$ cat config.mk
export PLATFORM = sky130hd
export DESIGN_NAME = pool_output_writer
export DESIGN_NICKNAME = d
export VERILOG_FILES = /design/src/rtl/pool_output_writer.sv
export SDC_FILE = /design/constraint.sdc
export NUM_CORES = 1
export LEC_CHECK = 0
export ABC_AREA = 1
export CAP_MARGIN = 30
export CORE_MARGIN = 2
export CORE_UTILIZATION = 51
export CTS_CLUSTER_DIAMETER = 60
export DETAILED_ROUTE_END_ITERATION = 10
export PLACE_DENSITY = 0.75
export SYNTH_ARGS = -nofsm -noshare
export SYNTH_HDL_FRONTEND = slang
export SYNTH_SLANG_ARGS = --single-unit
export TNS_END_PERCENT = 10
$ cat constraint.sdc
create_clock -name clk -period 3.3 [get_ports clk]
set_clock_uncertainty 0.15 [all_clocks]
set_input_delay 0.33 -clock clk [delete_from_list [all_inputs] [get_ports clk]]
set_output_delay 0.33 -clock clk [all_outputs]
set_load 0.05 [all_outputs]
$ cat src/rtl/pool_output_writer.sv
// pool_output_writer
//   Packs the signed byte stream from the ReLU/max-pooling stage into 16-bit
//   SRAM words, one independent packer per channel (A and B). The first byte
//   of a pair goes in the high half, the second byte in the low half. At end
//   of layer, a half-filled word on either channel is flushed with a zero low
//   byte, and then a one-cycle completion pulse is raised.
//
// Parameters
//   CH_A_BASE           first SRAM word address for channel A results
//   CH_B_BASE           first SRAM word address for channel B results
// Ports
//   clk                 clock, rising-edge active
//   reset_b             synchronous reset, active-high
//   dut_run             start pulse, accepted only in IDLE
//   valid_in[1:0]       0 idle, 1 channel A byte, 2 channel B byte, 3 end of layer
//   pool_data[7:0]      pooled byte, stored as raw bits
//   sram_write_enable   registered write strobe
//   sram_write_address  registered word address
//   sram_write_data     registered write word
//   dut_busy            high while a layer is in progress
//   layer_done          one-cycle completion pulse
module pool_output_writer #(
  parameter logic [11:0] CH_A_BASE = 12'h000,
  parameter logic [11:0] CH_B_BASE = 12'h080
) (
  input  logic        clk,
  input  logic        reset_b,
  input  logic        dut_run,
  input  logic [1:0]  valid_in,
  input  logic [7:0]  pool_data,
  output logic        sram_write_enable,
  output logic [11:0] sram_write_address,
  output logic [15:0] sram_write_data,
  output logic        dut_busy,
  output logic        layer_done
);

  typedef enum logic [2:0] {
    IDLE,
    COLLECT,
    FLUSH_A,
    FLUSH_B,
    DONE
  } state_t;

  state_t      state, state_n;
  logic [7:0]  hold_a, hold_a_n;
  logic [7:0]  hold_b, hold_b_n;
  logic        half_a, half_a_n;
  logic        half_b, half_b_n;
  logic [11:0] addr_a, addr_a_n;
  logic [11:0] addr_b, addr_b_n;
  logic        wr_en_n;
  logic [11:0] wr_addr_n;
  logic [15:0] wr_data_n;
  logic        busy_n;
  logic        done_n;

  always_ff @(posedge clk) begin
    if (reset_b) begin
      state              <= IDLE;
      hold_a             <= '0;
      hold_b             <= '0;
      half_a             <= 1'b0;
      half_b             <= 1'b0;
      addr_a             <= '0;
      addr_b             <= '0;
      sram_write_enable  <= 1'b0;
      sram_write_address <= '0;
      sram_write_data    <= '0;
      dut_busy           <= 1'b0;
      layer_done         <= 1'b0;
    end else begin
      state              <= state_n;
      hold_a             <= hold_a_n;
      hold_b             <= hold_b_n;
      half_a             <= half_a_n;
      half_b             <= half_b_n;
      addr_a             <= addr_a_n;
      addr_b             <= addr_b_n;
      sram_write_enable  <= wr_en_n;
      sram_write_address <= wr_addr_n;
      sram_write_data    <= wr_data_n;
      dut_busy           <= busy_n;
      layer_done         <= done_n;
    end
  end

  // Address/data output registers keep their last value when no write is
  // issued; only the enable strobe drops.
  always_comb begin
    state_n   = state;
    hold_a_n  = hold_a;
    hold_b_n  = hold_b;
    half_a_n  = half_a;
    half_b_n  = half_b;
    addr_a_n  = addr_a;
    addr_b_n  = addr_b;
    wr_en_n   = 1'b0;
    wr_addr_n = sram_write_address;
    wr_data_n = sram_write_data;
    busy_n    = dut_busy;
    done_n    = 1'b0;

    case (state)
      IDLE: begin
        if (dut_run) begin
          state_n  = COLLECT;
          addr_a_n = CH_A_BASE;
          addr_b_n = CH_B_BASE;
          half_a_n = 1'b0;
          half_b_n = 1'b0;
          busy_n   = 1'b1;
        end
      end

      COLLECT: begin
        case (valid_in)
          2'd1: begin
            if (!half_a) begin
              hold_a_n = pool_data;
              half_a_n = 1'b1;
            end else begin
              wr_en_n   = 1'b1;
              wr_addr_n = addr_a;
              wr_data_n = {hold_a, pool_data};
              addr_a_n  = addr_a + 12'd1;
              half_a_n  = 1'b0;
            end
          end
          2'd2: begin
            if (!half_b) begin
              hold_b_n = pool_data;
              half_b_n = 1'b1;
            end else begin
              wr_en_n   = 1'b1;
              wr_addr_n = addr_b;
              wr_data_n = {hold_b, pool_data};
              addr_b_n  = addr_b + 12'd1;
              half_b_n  = 1'b0;
            end
          end
          2'd3: state_n = FLUSH_A;
          default: ;
        endcase
      end

      FLUSH_A: begin
        if (half_a) begin
          wr_en_n   = 1'b1;
          wr_addr_n = addr_a;
          wr_data_n = {hold_a, 8'h00};
          addr_a_n  = addr_a + 12'd1;
          half_a_n  = 1'b0;
        end
        state_n = FLUSH_B;
      end

      FLUSH_B: begin
        if (half_b) begin
          wr_en_n   = 1'b1;
          wr_addr_n = addr_b;
          wr_data_n = {hold_b, 8'h00};
          addr_b_n  = addr_b + 12'd1;
          half_b_n  = 1'b0;
        end
        state_n = DONE;
      end

      DONE: begin
        done_n  = 1'b1;
        busy_n  = 1'b0;
        state_n = IDLE;
      end

      default: state_n = IDLE;
    endcase
  end

endmodule
==> qor.txt, run 1 <==
unrepaired setup endpoints after global routing = no
biggest area consumer among synthesized cells = dfxtp_1
Worst-path clk slew = 80 ps
Slew @ Worst Pin = 597.2 ps
clk sink count = 76
CTS tree = yes
dpl cells = 787
Detailed Route WL = 10970 microns
Crit. End Element = flop
relative slew slack = 0.6014
Pins Over Slew Limit = 0
Die Height = 94.67 microns
Num CTS Buffers = 9
commonest cells in the netlist = nand2_1, nor2_1, dfxtp_1, o21ai_0, inv_1
die area = 0.008962 sq mm
Critical Path Start = valid_in[0]
Synth area leaders = dfxtp_1, nand2_1, nor2_1
Mapped Nets = 676
Clock Tree Buf Depth = 2
status = finished, final reports clean
number of global-route vias before repair = 3868
Final period util = 0.7508
PwrDens = 538.1 mW/mm^2
Ports = 44
Req. time, crit path = 3410 ps
Final Hold Fails = 0
Area growth, synth to finish = 15.28%
library cells used by synthesis = 31
reg-to-reg startpoint = half_b
insertion delay to the later sink of the worst-skew pair = 350 ps
Seq/Total Area, Yosys = 0.3629
CTS Hold Bufs = 0
layout cells sized above 1 = 0.07593
FFs w/ async S/R, synth = 0
TritonRoute pass-1 iters = 5
IO buf count = 43
Crit path largest cell delay = 550 ps
HPWL Detailed = 8050 microns
Leakage Power = 2.014 nW
synth warn = 0
final standard cell area without fillers = 0.004833 sq mm
Starting DRT DRC Count = 374
post-cts sizing count = 0
Worst Min Path Start = addr_b[10]
initial antenna violation count = 0
# setup viols final = 0
wire length per cell = 13.66 microns
postcts setup bufs = 0
Post-synth EDFFs = 0
H-tree levels = 3
vias per cell = 5.356
setup_tns = 0 ps
worst vdd ir = 324.4 uV
fmax = 0.4036 GHz
average size of a mapped cell = 6.382 sq um
clk root buf = clkbuf_8
hold crit path type = flop to flop
Startpoint Class = primary input
non-filler cells, final = 803
first-pass GRT wire length = 18050 microns
GRT Residual Overflow = 0
top fanout value on the critical path = 16
Post-Syn Area = 0.004193 sq mm
Tmin final = 2478 ps
DRC Markers = 0
CP cell instances = clkdlybuf4s50_1 > inv_1 > ha_1 > inv_1 > nand4_1 > nand2_2 > nor2_2 > nand3_1 > nand2_1 > nor2_1
kind of critical path = primary input to flop
# nets final = 712
top-count cell post-synth = nand2_1
chip width = 94.67 microns
synthesis-stage register bit count = 76
worst path bufs/invs = 3
Post-Synthesis Cells = 657
core area = 0.008093 sq mm
critical path's slowest cell = nor2_2
Crit path top cell by count = inv_1
Yosys top cell area share = 0.3629
overall routing resource usage = 0.2552
critical path's top delay family = simple AND/OR/NAND/NOR gates
Starting Density = 0.5181
gpl congestion = 0.9058
largest net degree at the start of global routing = 25
# rows = 33
Main synth FF type = dfxtp_1
ant diodes = 0
Worst Path Arrival = 2590 ps
Detail Route Antenna Nets = 0
routed via count = 4301
Max Cap Viol = 0
Area after DPL = 0.004651 sq mm
cells in the final DEF, fill, tap and decap left out:
| master | n |
|---|---|
| nand2_1 | 190 |
| nor2_1 | 131 |
| dfxtp_1 | 76 |
| o21ai_0 | 53 |
| clkdlybuf4s50_1 | 43 |
| inv_1 | 42 |
| a21oi_1 | 41 |
| nand3_1 | 31 |
| nand2_2 | 10 |
| o21ai_1 | 9 |
| clkbuf_8 | 9 |
| nor2_4 | 8 |
| nor3_1 | 6 |
| ha_1 | 6 |
| inv_2 | 5 |
| clkinv_2 | 5 |
| nand3_2 | 4 |
| mux2i_1 | 4 |
| buf_4 | 4 |
| nand4_1 | 3 |
| clkinv_1 | 2 |
| a21oi_2 | 2 |
| nor2_2 | 2 |
| o22ai_1 | 2 |
| nand3b_1 | 2 |
| o21ai_2 | 1 |
| nand3b_2 | 1 |
| nand3_4 | 1 |
| o211ai_1 | 1 |
| xnor2_1 | 1 |
| o211a_1 | 1 |
| bufinv_16 | 1 |
| clkbuf_1 | 1 |
logic make-up (layout without fill, tap and decap cells):
kind of cell,Yosys count,in the layout,share of synthesized area
AO/OA/AOI/OAI,110,110,0.1364
flip-flops,76,76,0.3629
AND/OR/NAND/NOR,389,389,0.3954
buffers and inverters,71,112,0.07580
XOR/XNOR,1,1,0.002089
multiplexers,4,4,0.009550
adder cells (fa/ha/maj),6,6,0.01790
where the power goes:
| part | switching [W] | internal [W] |
|---|---|---|
| Sequential | 0.0000707 | 0.00100 |
| Clock | 0.000348 | 0.000343 |
| Combinational | 0.000578 | 0.000260 |
| Total | 0.000997 | 0.00160 |
worst min-delay path, delay by kind of cell, from the launching register on:
family	cells	cell delay [ps]
and+or+nand+nor	2	110
DFF	1	330
path summary, 6_finish.rpt:
check                        end  slack (ps)  cells after the start
min                   addr_b[10]         330                      2
min reg2reg           addr_b[10]         330                      2
max          sram_write_data[12]         820                     10
max reg2reg  sram_write_data[12]         860                      7
routing by layer:
metal | routed length [microns] | share of wire | global-route usage
met5 | 0 | 0 | 0
met1 | 4863 | 0.44 | 0.3337
met4 | 222 | 0.020 | 0.08575
met3 | 757 | 0.069 | 0.04310
met2 | 5125 | 0.47 | 0.4261
sequential cells by signal, summed over array words and instances, names as in the netlist:
| signal | flops |
|---|---|
| sram_write_data | 16 |
| addr_a | 12 |
| addr_b | 12 |
| sram_write_address | 12 |
| hold_a | 8 |
| hold_b | 8 |
| state | 3 |
| dut_busy | 1 |
| half_a | 1 |
| half_b | 1 |
| layer_done | 1 |
| sram_write_enable | 1 |
through the flow:
step	utilization	power (W)	hold slack [ps]	setup WS [ps]
detailed placement	0.5747	0.001927	313.8	482.0
CTS	0.5972	0.002604	328.9	864.3
floorplan	-	0.001710	293.6	1562
global placement	0.5747	0.001908	306.9	614.8
finish	0.5972	0.002601	330.1	822.4
global route	0.5972	0.002747	343.7	622.3
area by class of cell:
type	instances	area, sq um
Timing Repair Buffer	47	460.4
Tap cell	105	131.4
Clock inverter	6	55.05
Fill cell	804	3259
Sequential cell	76	1521
Inverter	49	183.9
Multi-Input combinational cell	510	2354
Clock buffer	10	127.6
(Power assumes the default switching activity.)
==> inputs of run 2 (changes only) <==
clock period = 2.5 ns   (was 3.3 ns; I/O delays follow)
==> run 2 against run 1 <==
Clock-buffer cell count grew 2; sequential power up 31%; global-route usage increased by 0.71 points; critical endpoint is now addr_a[5].
==> qor.txt, run 2 (synthesis results as in run 1) <==
post-cts sizing count = 0 (unchanged)
overall routing resource usage = 0.2622 (+0.007061)
Top reg by flops = sram_write_data
Final Hold Fails = 0 (unchanged)
Slew @ Worst Pin = 581.9 ps (-15.32 ps)
Starting DRT DRC Count = 314 (-16%)
Crit. End Element = flop
Clock Tree Buf Depth = 2 (unchanged)
Pint = 0.002192 W (+37%)
IO buf count = 43 (unchanged)
unrepaired setup endpoints after global routing = no
# nets final = 717 (+0.70%)
routed via count = 4322 (+0.49%)
final standard cell area without fillers = 0.004891 sq mm (+1.2%)
Num CTS Buffers = 9 (unchanged)
initial antenna violation count = 1 (+1)
Crit path largest cell delay = 520 ps (-30 ps)
Worst Path Arrival = 2150 ps (-440 ps)
worst vdd ir = 365.1 uV (+13%)
dpl cells = 792 (+0.64%)
fmax = 0.4886 GHz
Ports = 44 (unchanged)
status = finished, final reports clean
number of flip-flops in the largest register = 16 (unchanged)
Req. time, crit path = 2600 ps (-810 ps)
Die Height = 94.67 microns (unchanged)
Leakage Power = 2.041 nW (+1.3%)
Startpoint Class = flop
top fanout value on the critical path = 8 (-8)
Worst-path clk slew = 80 ps (about the same)
Area growth, synth to finish = 16.65%
Tmin final = 2047 ps
non-filler cells, final = 808 (+0.62%)
power share of the combinational group = 0.323 (about the same)
HPWL Detailed = 8287 microns (+2.9%)
hold crit path type = flop to flop
CP cell instances = inv_1 > nand2_2 > nand2_1 > nand2_1 > nand3_1 > o21ai_0 > nor2_1
most frequent cells in the layout = nand2_1, nor2_1, dfxtp_1, o21ai_0, clkdlybuf4s50_1
vias per cell = 5.349 (-0.13%)
power share of the clock group = 0.278 (+0.012)
clk sink count = 76 (unchanged)
PwrDens = 718.9 mW/mm^2 (+34%)
postcts setup bufs = 0 (unchanged)
H-tree levels = 3 (unchanged)
fin util = 0.6044 (+0.007112)
Area after DPL = 0.004688 sq mm (+0.81%)
Max Cap Viol = 0 (unchanged)
Starting Density = 0.5181 (unchanged)
most common cell after layout, fill and taps aside = nand2_1
CTS tree = yes
chip width = 94.67 microns (unchanged)
largest net degree at the start of global routing = 29 (+16%)
gpl congestion = 0.9295 (+2.6%)
setup_tns = 0 ps (unchanged)
insertion delay to the later sink of the worst-skew pair = 360 ps (about the same)
wire length per cell = 13.89 microns (+1.7%)
Final period util = 0.8186
GRT Residual Overflow = 0 (unchanged)
CTS Hold Bufs = 0 (unchanged)
layout cells sized above 1 = 0.08250 (+0.006572)
# rows = 33 (unchanged)
relative slew slack = 0.6106 (+0.009208)
number of global-route vias before repair = 3893 (+0.65%)
first-pass GRT wire length = 18380 microns (+1.8%)
Detail Route Antenna Nets = 0 (unchanged)
core area = 0.008093 sq mm (unchanged)
Reg power frac = 0.398 (-0.014)
total power draw = 0.003516 W (+35%)
Crit path top cell by count = nand2_1
critical path's slowest cell = dfxtp_1
TritonRoute pass-1 iters = 5 (unchanged)
clk root buf = clkbuf_8
kind of critical path = flop to flop
switch share = 0.3765 (-0.006897)
Pins Over Slew Limit = 0 (unchanged)
Detailed Route WL = 11230 microns (+2.3%)
# setup viols final = 0 (unchanged)
ant diodes = 0 (unchanged)
DRC Markers = 0 (unchanged)
switching power = 0.001324 W (+33%)
die area = 0.008962 sq mm (unchanged)
## run 2: cell count changes in the layout (fill, tap and decap cells not counted), sizes merged
cell and delta:
clkinv -3, buf +5, clkbuf +2, clkinvlp +1
## run 2: through the flow
step           hold slack, ps  setup WS [ps]
2_1_floorplan           234.9          841.5
3_5_place_dp            318.3          201.5
6_report                328.3          453.4
4_1_cts                 330.7          502.0
5_1_grt                 357.9          323.9
3_3_place_gp            307.1          272.4
## run 2: path summary, 6_finish.rpt
kind	start	end	slack (ps)	cells after the start
setup / recovery	state[1]	addr_a[5]	450	7
hold / removal	addr_b[9]	addr_b[9]	330	2
setup reg to reg	state[1]	addr_a[5]	450	7
hold reg to reg	addr_b[9]	addr_b[9]	330	2
## run 2: cell type report
cell class	count	area (sq um)
Clock buffer	12	155.1
Clock inverter	4	47.55
Fill cell	778	3202
Inverter	49	183.9
Multi-Input combinational cell	510	2354
Sequential cell	76	1521
Tap cell	105	131.4
Timing Repair Buffer	52	498.0
## run 2: power by group through the flow
| stage | combinational, W | sequential (W) | clock, W |
|---|---|---|---|
| global placement | 0.00111 | 0.00142 | 0 |
| detailed placement | 0.00113 | 0.00143 | 0 |
| CTS | 0.00114 | 0.00140 | 0.000984 |
| global route | 0.00125 | 0.00141 | 0.00102 |
| floorplan | 0.000571 | 0.00169 | 0 |
| finish | 0.00114 | 0.00140 | 0.000978 |
## run 2: routing by layer
| layer | global-route usage | wire length (microns) |
|---|---|---|
| met3 | 0.04389 | 621 |
| met5 | 0 | 13 |
| met2 | 0.4368 | 5234 |
| met1 | 0.3363 | 5063 |
| met4 | 0.1087 | 293 |
## run 2: critical path: cells and delay by family, from the launching register on
kind | cells | cell delay, ps
buffers and inverters | 1 | 200
AO/OA/AOI/OAI | 1 | 250
AND/OR/NAND/NOR | 5 | 830
flip-flops | 1 | 520
